$ cat config.mk
export PLATFORM = sky130hd
export DESIGN_NAME = dm_arbiter
export DESIGN_NICKNAME = d
export VERILOG_FILES = /design/src/rtl/dm_arbiter_pkg.sv /design/src/rtl/arb_sat_counter.sv /design/src/rtl/dm_arbiter.sv
export SDC_FILE = /design/constraint.sdc
export NUM_CORES = 1
export LEC_CHECK = 0
export BUFFER_PORTS_ARGS = -buffer_cell sky130_fd_sc_hd__buf_4
export CORE_AREA = 2 2 86 88
export CTS_CLUSTER_DIAMETER = 50
export DETAILED_ROUTE_END_ITERATION = 16
export DIE_AREA = 0 0 88 90
export PLACE_DENSITY = 0.7
export SLEW_MARGIN = 20
export SYNTH_ARGS = -nofsm -noshare
export SYNTH_HDL_FRONTEND = slang
export SYNTH_SLANG_ARGS = --single-unit
export TNS_END_PERCENT = 1
$ cat constraint.sdc
create_clock -name clk -period 1.4 [get_ports clk]
set_input_delay 0.07 -clock clk [delete_from_list [all_inputs] [get_ports clk]]
set_output_delay 0.07 -clock clk [all_outputs]
set_load 0.02 [all_outputs]
$ cat src/rtl/dm_arbiter_pkg.sv
// Shared definitions for the data-memory arbiter: ownership state encoding,
// default widths and a counter-width helper.
package dm_arbiter_pkg;

  typedef enum logic {
    OWN_CPU = 1'b0,
    OWN_DMA = 1'b1
  } arb_state_e;

  localparam int DEF_ADDR_W     = 7;
  localparam int DEF_DATA_W     = 32;
  localparam int DEF_STARVE_LIM = 4;
  localparam int DEF_BURST_MAX  = 8;

  // Bits needed to count 0..lim-1, never less than one bit.
  function automatic int cnt_width(input int lim);
    return (lim > 1) ? $clog2(lim) : 1;
  endfunction

endpackage

$ cat src/rtl/arb_sat_counter.sv
// Saturating up-counter with synchronous clear; flags when it sits at LIMIT-1.
module arb_sat_counter
  import dm_arbiter_pkg::*;
#(
  parameter int LIMIT = 4,
  parameter int WIDTH = cnt_width(LIMIT)
) (
  input  logic clk,
  input  logic reset,
  input  logic inc,
  input  logic clr,
  output logic at_limit
);

  logic [WIDTH-1:0] count_q;
  logic [WIDTH-1:0] count_d;

  assign at_limit = (count_q == WIDTH'(LIMIT - 1));

  // Clear dominates increment; the count holds once it reaches the limit.
  always_comb begin
    count_d = count_q;
    if (clr) begin
      count_d = '0;
    end else if (inc && !at_limit) begin
      count_d = count_q + WIDTH'(1);
    end
  end

  always_ff @(posedge clk or posedge reset) begin
    if (reset) begin
      count_q <= '0;
    end else begin
      count_q <= count_d;
    end
  end

endmodule

$ cat src/rtl/dm_arbiter.sv
// Shares the single-port data memory between the CPU (default owner) and a DMA
// master that steals idle slots and takes ownership after being starved.
module dm_arbiter
  import dm_arbiter_pkg::*;
#(
  parameter int ADDR_W     = DEF_ADDR_W,
  parameter int DATA_W     = DEF_DATA_W,
  parameter int STARVE_LIM = DEF_STARVE_LIM,
  parameter int BURST_MAX  = DEF_BURST_MAX
) (
  input  logic              clk,
  input  logic              reset,
  input  logic              cpu_req,
  input  logic              cpu_we,
  input  logic [ADDR_W-1:0] cpu_addr,
  input  logic [DATA_W-1:0] cpu_wdata,
  output logic [DATA_W-1:0] cpu_rdata,
  output logic              cpu_stall,
  input  logic              dma_req,
  input  logic              dma_we,
  input  logic [ADDR_W-1:0] dma_addr,
  input  logic [DATA_W-1:0] dma_wdata,
  output logic              dma_gnt,
  output logic [DATA_W-1:0] dma_rdata,
  output logic              dma_owner,
  output logic              mem_we,
  output logic [ADDR_W-1:0] mem_addr,
  output logic [DATA_W-1:0] mem_din,
  input  logic [DATA_W-1:0] mem_dout
);

  arb_state_e state_q;
  arb_state_e state_d;

  logic wait_inc;
  logic wait_clr;
  logic wait_at_lim;
  logic burst_inc;
  logic burst_clr;
  logic burst_at_lim;
  logic cpu_go;

  // In OWN_CPU the stall is constant zero, so no dma_* input reaches cpu_stall.
  always_comb begin
    dma_gnt   = 1'b0;
    cpu_stall = 1'b0;
    if (state_q == OWN_CPU) begin
      dma_gnt = dma_req & ~cpu_req;
    end else begin
      dma_gnt   = dma_req;
      cpu_stall = cpu_req;
    end
  end

  assign cpu_go    = cpu_req & ~cpu_stall & ~dma_gnt;
  assign mem_we    = dma_gnt ? dma_we : (cpu_go & cpu_we);
  assign mem_addr  = dma_gnt ? dma_addr : cpu_addr;
  assign mem_din   = dma_gnt ? dma_wdata : cpu_wdata;
  assign cpu_rdata = mem_dout;
  assign dma_rdata = mem_dout;
  assign dma_owner = (state_q == OWN_DMA);

  always_comb begin
    state_d   = state_q;
    wait_inc  = 1'b0;
    wait_clr  = 1'b0;
    burst_inc = 1'b0;
    burst_clr = 1'b0;
    if (state_q == OWN_CPU) begin
      burst_clr = 1'b1;
      if (dma_req && !dma_gnt) begin
        if (wait_at_lim) begin
          state_d  = OWN_DMA;
          wait_clr = 1'b1;
        end else begin
          wait_inc = 1'b1;
        end
      end else begin
        wait_clr = 1'b1;
      end
    end else begin
      wait_clr = 1'b1;
      // Only grants that actually hold the CPU off count toward the burst cap.
      if (!dma_req) begin
        state_d   = OWN_CPU;
        burst_clr = 1'b1;
      end else if (cpu_req) begin
        if (burst_at_lim) begin
          state_d   = OWN_CPU;
          burst_clr = 1'b1;
        end else begin
          burst_inc = 1'b1;
        end
      end
    end
  end

  always_ff @(posedge clk or posedge reset) begin
    if (reset) begin
      state_q <= OWN_CPU;
    end else begin
      state_q <= state_d;
    end
  end

  arb_sat_counter #(.LIMIT(STARVE_LIM)) u_wait_cnt (
    .clk      (clk),
    .reset    (reset),
    .inc      (wait_inc),
    .clr      (wait_clr),
    .at_limit (wait_at_lim)
  );

  arb_sat_counter #(.LIMIT(BURST_MAX)) u_burst_cnt (
    .clk      (clk),
    .reset    (reset),
    .inc      (burst_inc),
    .clr      (burst_clr),
    .at_limit (burst_at_lim)
  );

endmodule
## After elaboration in Yosys (flattened, before gate mapping)

Cells that the tools add are included.

| storage, ports and cells | value |
|---|---|
| register bits | 6 |
| word-level logic and storage cells | 49 |
| bits of input ports | 116 |

| operators by class | value |
|---|---|
| bitwise operators | 7 |
| reductions and logical operators | 8 |
| multiplexer cells | 27 |
| $add $sub $neg | 2 |
| eq/ne operators | 2 |

Operators by type and width:

| cell | count |
|---|---|
| 32-bit 2-to-1 mux | 1 |
| 1-bit 2-to-1 mux | 21 |
| 7-bit 2-to-1 mux | 1 |
| 3-bit 2-to-1 mux | 2 |
| 1-bit bitwise AND | 4 |
| 2-bit 2-to-1 mux | 2 |
| 2-bit nonzero test | 2 |
| 3-bit by 1-bit adder with 3-bit output, second input constant | 1 |
| 3-bit equality test, second input constant | 1 |
| 1-bit logical AND | 3 |
| 1-bit logical NOT | 3 |
| 1-bit NOT | 3 |
| 2-bit by 1-bit adder with 2-bit output, second input constant | 1 |
| 2-bit equality test, second input constant | 1 |

## Logic depth before layout (Yosys ltp)

Gate-level depths: netlist (run 1).

| depth | value |
|---|---|
| word-level depth | 10 |
| gate-level depth with buffers | 5 |
| mapped depth without buffers | 5 |

## Modules after synthesis

A second synthesis (run 1) with hierarchy kept.

| second synthesis, totals | value |
|---|---|
| cells, all modules | 151 |
| area, all modules | 1549.0 um^2 |

Modules (own cells, without submodules):

| module | cells an instance | times used | area each (um^2) | seq. area each (um^2) |
|---|---|---|---|---|
| dm_arbiter | 124 | 1 | 1233.7 | 25.0 |
| arb_sat_counter (u_burst_cnt) | 16 | 1 | 187.7 | 75.1 |
| arb_sat_counter (u_wait_cnt) | 11 | 1 | 127.6 | 50.0 |

## Worst setup path before layout (run 1)

OpenSTA, ideal clock, no wires.

| timing | value |
|---|---|
| path kind | register -> output |
| start point | register state_q, in the netlist dma_owner |
| end point | output port mem_addr[0] |
| stages on the path, launching flop included | 5 |
| slack | 64 ps |
| arrival | 1266 ps |
| required time | 1330 ps |
| buffers on the path | 1 |
| path through | dfrtp_1 > nand2b_4 > nand2_4 > buf_6 > mux2_4 |

| on the way | value |
|---|---|
| cells in the longest elaborated chain, start to end | 2 |

Ends and longest elaborated chain:

| item | line | source |
|---|---|---|
| start, declared | dm_arbiter.sv:32 | `arb_state_e state_q;` |
| start signal, assigned | dm_arbiter.sv:102 | `state_q <= state_d;` |
| 1-bit 2-to-1 mux | dm_arbiter.sv:47 | `if (state_q == OWN_CPU) begin` |
| 7-bit 2-to-1 mux | dm_arbiter.sv:57 | `assign mem_addr = dma_gnt ? dma_addr : cpu_addr;` |
| end, declared | dm_arbiter.sv:27 | `output logic [ADDR_W-1:0] mem_addr,` |

No other way between the ends.

## Worst setup path after layout (run 1)

| timing | value |
|---|---|
| start point | register state_q, in the netlist dma_owner |
| end point | output port mem_din[27] |

| on the way | value |
|---|---|
| cells in the longest elaborated chain, start to end | 2 |

Ends and longest elaborated chain:

| item | line | source |
|---|---|---|
| 1-bit 2-to-1 mux | dm_arbiter.sv:47 |  |
| 32-bit 2-to-1 mux | dm_arbiter.sv:58 | `assign mem_din = dma_gnt ? dma_wdata : cpu_wdata;` |
| end, declared | dm_arbiter.sv:28 | `output logic [DATA_W-1:0] mem_din,` |

No other way between the ends.

==> impl_metrics.csv, run 1 <==
group,metric,value,unit
global_routing,grt_pass1_wl,5960,microns
sta,finalSetupViolCount,39,
global_routing,antenna_found_initial,0,
clocking,clock_path_buffers,2,
synth,yosysTopAreaCell,"mux2_4",
critical_path,crit_end,"mem_din[27]",
global_routing,grt_pass1_vias,1193,
placed_design,gp_congestion,0.720,
synth,synth_top_area_share,40.7,%
clocking,path_clk_slew,30,ps
synth,synthArstFlopShare,100,%
layout,final_area,2370,sq um
pwr,vdd_drop_max,0.000188,V
sta,rsz0062_at_grt,"yes",
synth,yosysMostFrequentCell,"buf_4",
critical_path,setup.worst_path.end_class,"primary output",
synth,synth_area,1440,sq um
synth,synth_top_family_by_area,"multiplexers",
synth,synth_xor_area_share,0,%
layout,drive_above_1_share,85.4,%
floorplanning,die_area,7920,sq um
critical_path,required,1330,ps
global_routing,grt_usage,9.69,%
clocking,clock-sinks,6,
route,drt_iter0_markers,15,
critical_path,cpPeakStageDelay,370,ps
route,viasPerCell,3.80,
route,wl_per_cell,14.3,microns
critical_path,worstReg2RegStart,"u_burst_cnt.count_q[0]",
layout,final_nets,334,
clocking,clockRootBuffer,"clkbuf_8",
run_status,run_status,"finished, violations left",
critical_path,path_buf_inv,2,
synth,synth-simple-area-share,6.17,%
clocking,cts_tree,"yes",
route,drt-total-wl,4460,microns
synth,synthMuxAreaShare,40.7,%
sta,setup_ws,-168,ps
sta,hold_viol_final,0,
route,dr_total_vias,1185,
floorplanning,ios,223,
synth,ys_seq_area_share,10.4,%
synth,ys_warn_count,0,
worst_hold_path,worstHoldPathType,"in -> out",
route,antenna_left,0,
pwr,p_leak,0.00129,uW
synth,synth_edf_count,0,
critical_path,worstReg2RegEnd,"u_burst_cnt.count_q[0]",
placed_design,dpl.hpwl,3550,microns
layout,antenna_cells,0,
run_status,violations,"setup timing",
floorplanning,coreArea,7020,sq um
synth,synth_nets,259,
critical_path,path_max_fanout,6,
sta,slew_violations,0,
critical_path,reg2reg_slack,160,ps
placed_design,portBuffers,126,
floorplanning,fp.dieH,90,microns
floorplanning,start_util,20.5,%
clocking,clock_latency,220,ps
route,drc_errors,0,
run,drv_cap,0,
synth,synth.distinct_cells,19,
layout,fillers,698,
floorplanning,rows,31,
critical_path,crit_family,"flip-flops",
critical_path,worstPathArrival,1500,ps
synth,synth_fa_ha_area_share,2.61,%
critical_path,reg2regPathDepth,5,
synth,syn_avg_cell_area,10.3,sq um
synth,syn-instance-count,140,
critical_path,worstSetupPathType,"reg -> out",
synth,synthTopCellsByCount,"buf_4, mux2_4, dfrtp_1",
critical_path,slowest_stage,"dfrtp_1",
critical_path,crit_chain,"nand2b_4 > nand2_8 > clkbuf_16 > mux2_4 > buf_6",
sta,period_needed,1570,ps
layout,area_growth,64.7,%
global_routing,grt_overflow,0,
sta,fin_crit_sh,112,%
synth,synth_ff_type,"dfrtp_1",
synth,synthTopCellsByArea,"mux2_4, buf_4, dfrtp_1",
sta,tightest_slew,246,ps
critical_path,cp-start-kind,"flip-flop",
critical_path,cp.depth,5,
synth,synth-seq-cells,6,
global_routing,grt_max_degree,13,
sta,finClkSkew,0.748,ps
route,dr.pass1.iters,3,
clocking,cts_inserted_buffers,3,
sta,fmax,0.638,GHz
critical_path,worstSetupStartpoint,"dma_owner",
pwr,power.density,518,nW/um^2
floorplanning,die_w,88,microns
synth,synth-compound-area-share,2.35,%
placed_design,place_ws,0.136,ps
sta,max_slew_margin,83.6,%
placed_design,place_area,2040,sq um
clocking,h-tree-depth,1,
## layer usage
metal / GRT usage [%] / up-vias / wire, microns
met5: 0 / - / 0
met4: 3.21 / 0 / 86
met3: 5.14 / 17 / 630
met2: 17.7 / 80 / 2280
met1: 8.94 / 533 / 1460
li1: - / 555 / -
## cell usage in the layout, fill, tap and decap left out, types with 2 or more instances in the layout
cell,synthesis,routed
clkbuf_16,0,2
nand2_1,3,3
a21oi_1,4,4
nand3b_1,2,2
mux2_4,39,39
inv_1,5,5
clkbuf_8,0,3
nand2_8,0,2
dfrtp_1,6,6
buf_6,4,43
buf_4,64,89
ha_1,3,3
## where the power goes
| part | switching [uW] | internal [uW] | total, uW |
|---|---|---|---|
| combinational | 303 | 494 | 798 |
| clock | 68.8 | 184 | 253 |
| sequential | 1.51 | 177 | 179 |
## flip-flops by register name, indices dropped and copies added (netlist names)
signal and flops:
dma_owner 1, u_burst_cnt.count_q 3, u_wait_cnt.count_q 2
## worst register-to-register path: stages, from the launching register on
cell,delay [ps]
dfrtp_1,390
ha_1,210
ha_1,210
nor3b_1,210
a21oi_1,60
nor2_1,90
## stage by stage
step | hold WS [ps] | total power, uW | utilization (%) | cells | setup TNS [ps]
after floorplan | -139 | 786 | - | 140 | 0
after global placement | 12.3 | 858 | 29.1 | 303 | 0
after detailed placement | 28.6 | 863 | 29.1 | 303 | 0
after CTS | 133 | 1200 | 32.0 | 308 | -6480
after global routing | 140 | 1300 | 33.8 | 312 | -7250
final | 140 | 1230 | 33.8 | 312 | -5350
## area by class of cell
cell class | instances | area [sq um] | share of cell area, %
flip-flops and latches | 6 | 150 | 6.33
multi-input cells | 62 | 778 | 32.8
inverters | 5 | 18.8 | 0.791
clock buffers | 3 | 41.3 | 1.74
repair buffers | 137 | 1260 | 53.1
well taps | 99 | 124 | 5.22
## worst min path at each step
| stage | startpoint | end | slack [ps] | cells past startpoint |
|---|---|---|---|---|
| 2_1_floorplan | reset | dma_owner | -140 | 1 |
| 3_3_place_gp | reset | u_burst_cnt.count_q[0] | 10 | 2 |
| 3_5_place_dp | reset | u_burst_cnt.count_q[0] | 30 | 2 |
| 4_1_cts | cpu_req | dma_owner | 130 | 2 |
| 5_1_grt | mem_dout[19] | cpu_rdata[19] | 140 | 0 |
| 6_report | mem_dout[19] | cpu_rdata[19] | 140 | 0 |
## logic make-up after synthesis
| logic type | count (synthesis) |
|---|---|
| mux | 39 |
| buf+inv | 73 |
| compound gates | 6 |
| fa+ha+maj | 3 |
| flops | 6 |
| simple gates | 13 |
## timing repair
action,4_1_cts,5_1_grt
hold buffers,1,0
hold endpoints to repair,6,0
buffers inserted,0,1
gates resized for setup,34,14
pin swaps,0,1
gates cloned,1,3
setup endpoints to repair,38,40
(Power assumes the default switching activity.)
==> run 2, diff against run 1 <==
==> constraint.sdc (replaced) <==
create_clock -name clk -period 1.4 [get_ports clk]
set_input_delay 0.14 -clock clk [delete_from_list [all_inputs] [get_ports clk]]
set_output_delay 0.14 -clock clk [all_outputs]
set_load 0.02 [all_outputs]
==> run 2 against run 1 <==
Net effect:
- the run still ends with setup timing left
- first-iteration DRC count decreased by 6.7%
- global-route usage fell by 1.0 points
- worst setup slack worse by 89 ps
- largest cell class unchanged
- largest power group unchanged
- highest routed layer unchanged
==> impl_metrics.csv, run 2 (same netlist as run 1, synthesis figures left out) <==
group,metric,value,unit
run_status,run_status,"finished, violations left",
run_status,violations,"setup timing",
route,drc_errors,0,
clocking,path_clk_slew,40,ps
floorplanning,die_w,88,microns
layout,drive_above_1_share,85.2,%
clocking,post_cts_buffers,0,
layout,largest_reg_flops,3,
sta,period_needed,1660,ps
global_routing,grt_max_degree,22,
route,dr_total_vias,1162,
layout,final_area,2310,sq um
critical_path,path_max_fanout,10,
layout,finalNonFillerCells,308,
floorplanning,ios,223,
global_routing,grt_overflow,0,
critical_path,worstPathArrival,1520,ps
route,drt-total-wl,4150,microns
layout,final_cell_mix,"buf_4, buf_6, mux2_4",
critical_path,cpPeakStageDelay,390,ps
floorplanning,rows,31,
clocking,clock_latency,230,ps
pwr,power.total,1230,uW
placed_design,dp_cells,301,
layout,layout_commonest_cell,"buf_4",
sta,slew_violations,0,
placed_design,place_area,2040,sq um
route,antenna_left,0,
global_routing,grt_usage,8.69,%
pwr,p_leak,0.00126,uW
clocking,clock_path_buffers,2,
sta,tightest_slew,284,ps
clocking,cts_tree,"yes",
sta,rsz0062_at_grt,"yes",
sta,hold_viol_final,0,
placed_design,portBuffers,126,
floorplanning,start_util,20.5,%
route,dr.pass1.iters,4,
critical_path,crit_chain,"nand2b_4 > nand2_8 > clkbuf_16 > mux2_4 > buf_6",
sta,finalSetupViolCount,39,
critical_path,cp-start-kind,"flip-flop",
worst_hold_path,worstHoldPathType,"in -> reg",
pwr,vdd_drop_max,0.000663,V
global_routing,antenna_found_initial,0,
layout,final_nets,329,
layout,antenna_cells,0,
run,drv_cap,0,
floorplanning,coreArea,7020,sq um
clocking,h-tree-depth,1,
critical_path,setup.worst_path.end_class,"primary output",
sta,setup_ws,-256,ps
floorplanning,fp.dieH,90,microns
clocking,clockRootBuffer,"clkbuf_8",
floorplanning,die_area,7920,sq um
placed_design,dpl.hpwl,3240,microns
global_routing,grt_pass1_wl,5460,microns
placed_design,gp_congestion,0.698,
sta,fmax,0.604,GHz
route,viasPerCell,3.77,
pwr,power.density,531,nW/um^2
layout,largest-register,"u_burst_cnt.count_q",
global_routing,grt_pass1_vias,1145,
clocking,clock-sinks,6,
route,wl_per_cell,13.5,microns
sta,max_slew_margin,80.8,%
critical_path,required,1260,ps
route,drt_iter0_markers,14,
clocking,cts_inserted_buffers,3,
critical_path,worstSetupPathType,"reg -> out",
layout,area_growth,60.3,%
sta,finClkSkew,3.93,ps
sta,fin_crit_sh,118,%
critical_path,reg2reg_slack,180,ps
critical_path,slowest_stage,"dfrtp_2",
==> run 2: changes by cell type in the layout (fill, tap and decap cells not counted), sizes merged <==
cell | previous run | this run
clkbuf | 5 | 6
nand2 | 5 | 4
buf | 134 | 130
==> run 2: cell type report <==
cell class	instances	area, sq um
Sequential cell	6	151
Clock buffer	4	45.0
Fill cell	704	4710
Multi-Input combinational cell	61	758
Inverter	5	18.8
Tap cell	99	124
Timing Repair Buffer	133	1210
==> run 2: timing repair <==
item,CTS,global route
setup endpoints to repair,41,41
gates resized for setup,41,2
hold buffers,1,0
gates cloned,0,2
endpoints found under the hold margin,6,0
==> run 2: worst paths after layout <==
| check | cells past startpoint | from | to |
|---|---|---|---|
| min in group asynchronous | 3 | reset | u_wait_cnt.count_q[1] |
| setup reg to reg | 5 | u_burst_cnt.count_q[0] | u_burst_cnt.count_q[0] |
| hold / removal | 2 | cpu_req | dma_owner |
| hold reg to reg | 1 | u_wait_cnt.count_q[0] | u_wait_cnt.count_q[0] |
| setup / recovery | 5 | dma_owner | mem_din[13] |
| max in group asynchronous | 3 | reset | dma_owner |
==> run 2: where the power goes <==
group	switching, uW	internal (uW)	leakage, uW
logic	289	481	0.00116
clock network	82.1	196	0.0000228
registers	1.38	177	0.0000811
==> run 2: layer usage <==
metal  track usage (%)  vias to the layer above  wire length [microns]
li1                  -                      545                      -
met1              8.10                      525                   1310
met2              16.9                       80                   2220
met3              2.48                       12                    559
met4              3.72                        0                     54
met5                 0                        -                      0
==> run 2: critical path: cells and delay by family (launching register included) <==
kind | cells | cell delay, ps
buffers and inverters | 2 | 310
flip-flops | 1 | 390
multiplexers | 1 | 310
AND/OR/NAND/NOR | 2 | 280
==> run 2: per-stage QoR <==
stage | setup TNS (ps) | utilization [%] | hold WS, ps | setup WS [ps]
5_1_grt | -11770 | 32.9 | 199 | -310
4_1_cts | -10890 | 32.0 | 193 | -296
2_1_floorplan | 0 | - | -69.1 | 28.3
3_5_place_dp | -1920 | 29.1 | 70.9 | -68.2
3_3_place_gp | -812 | 29.1 | 72.1 | -39.6
6_report | -9540 | 32.9 | 190 | -256
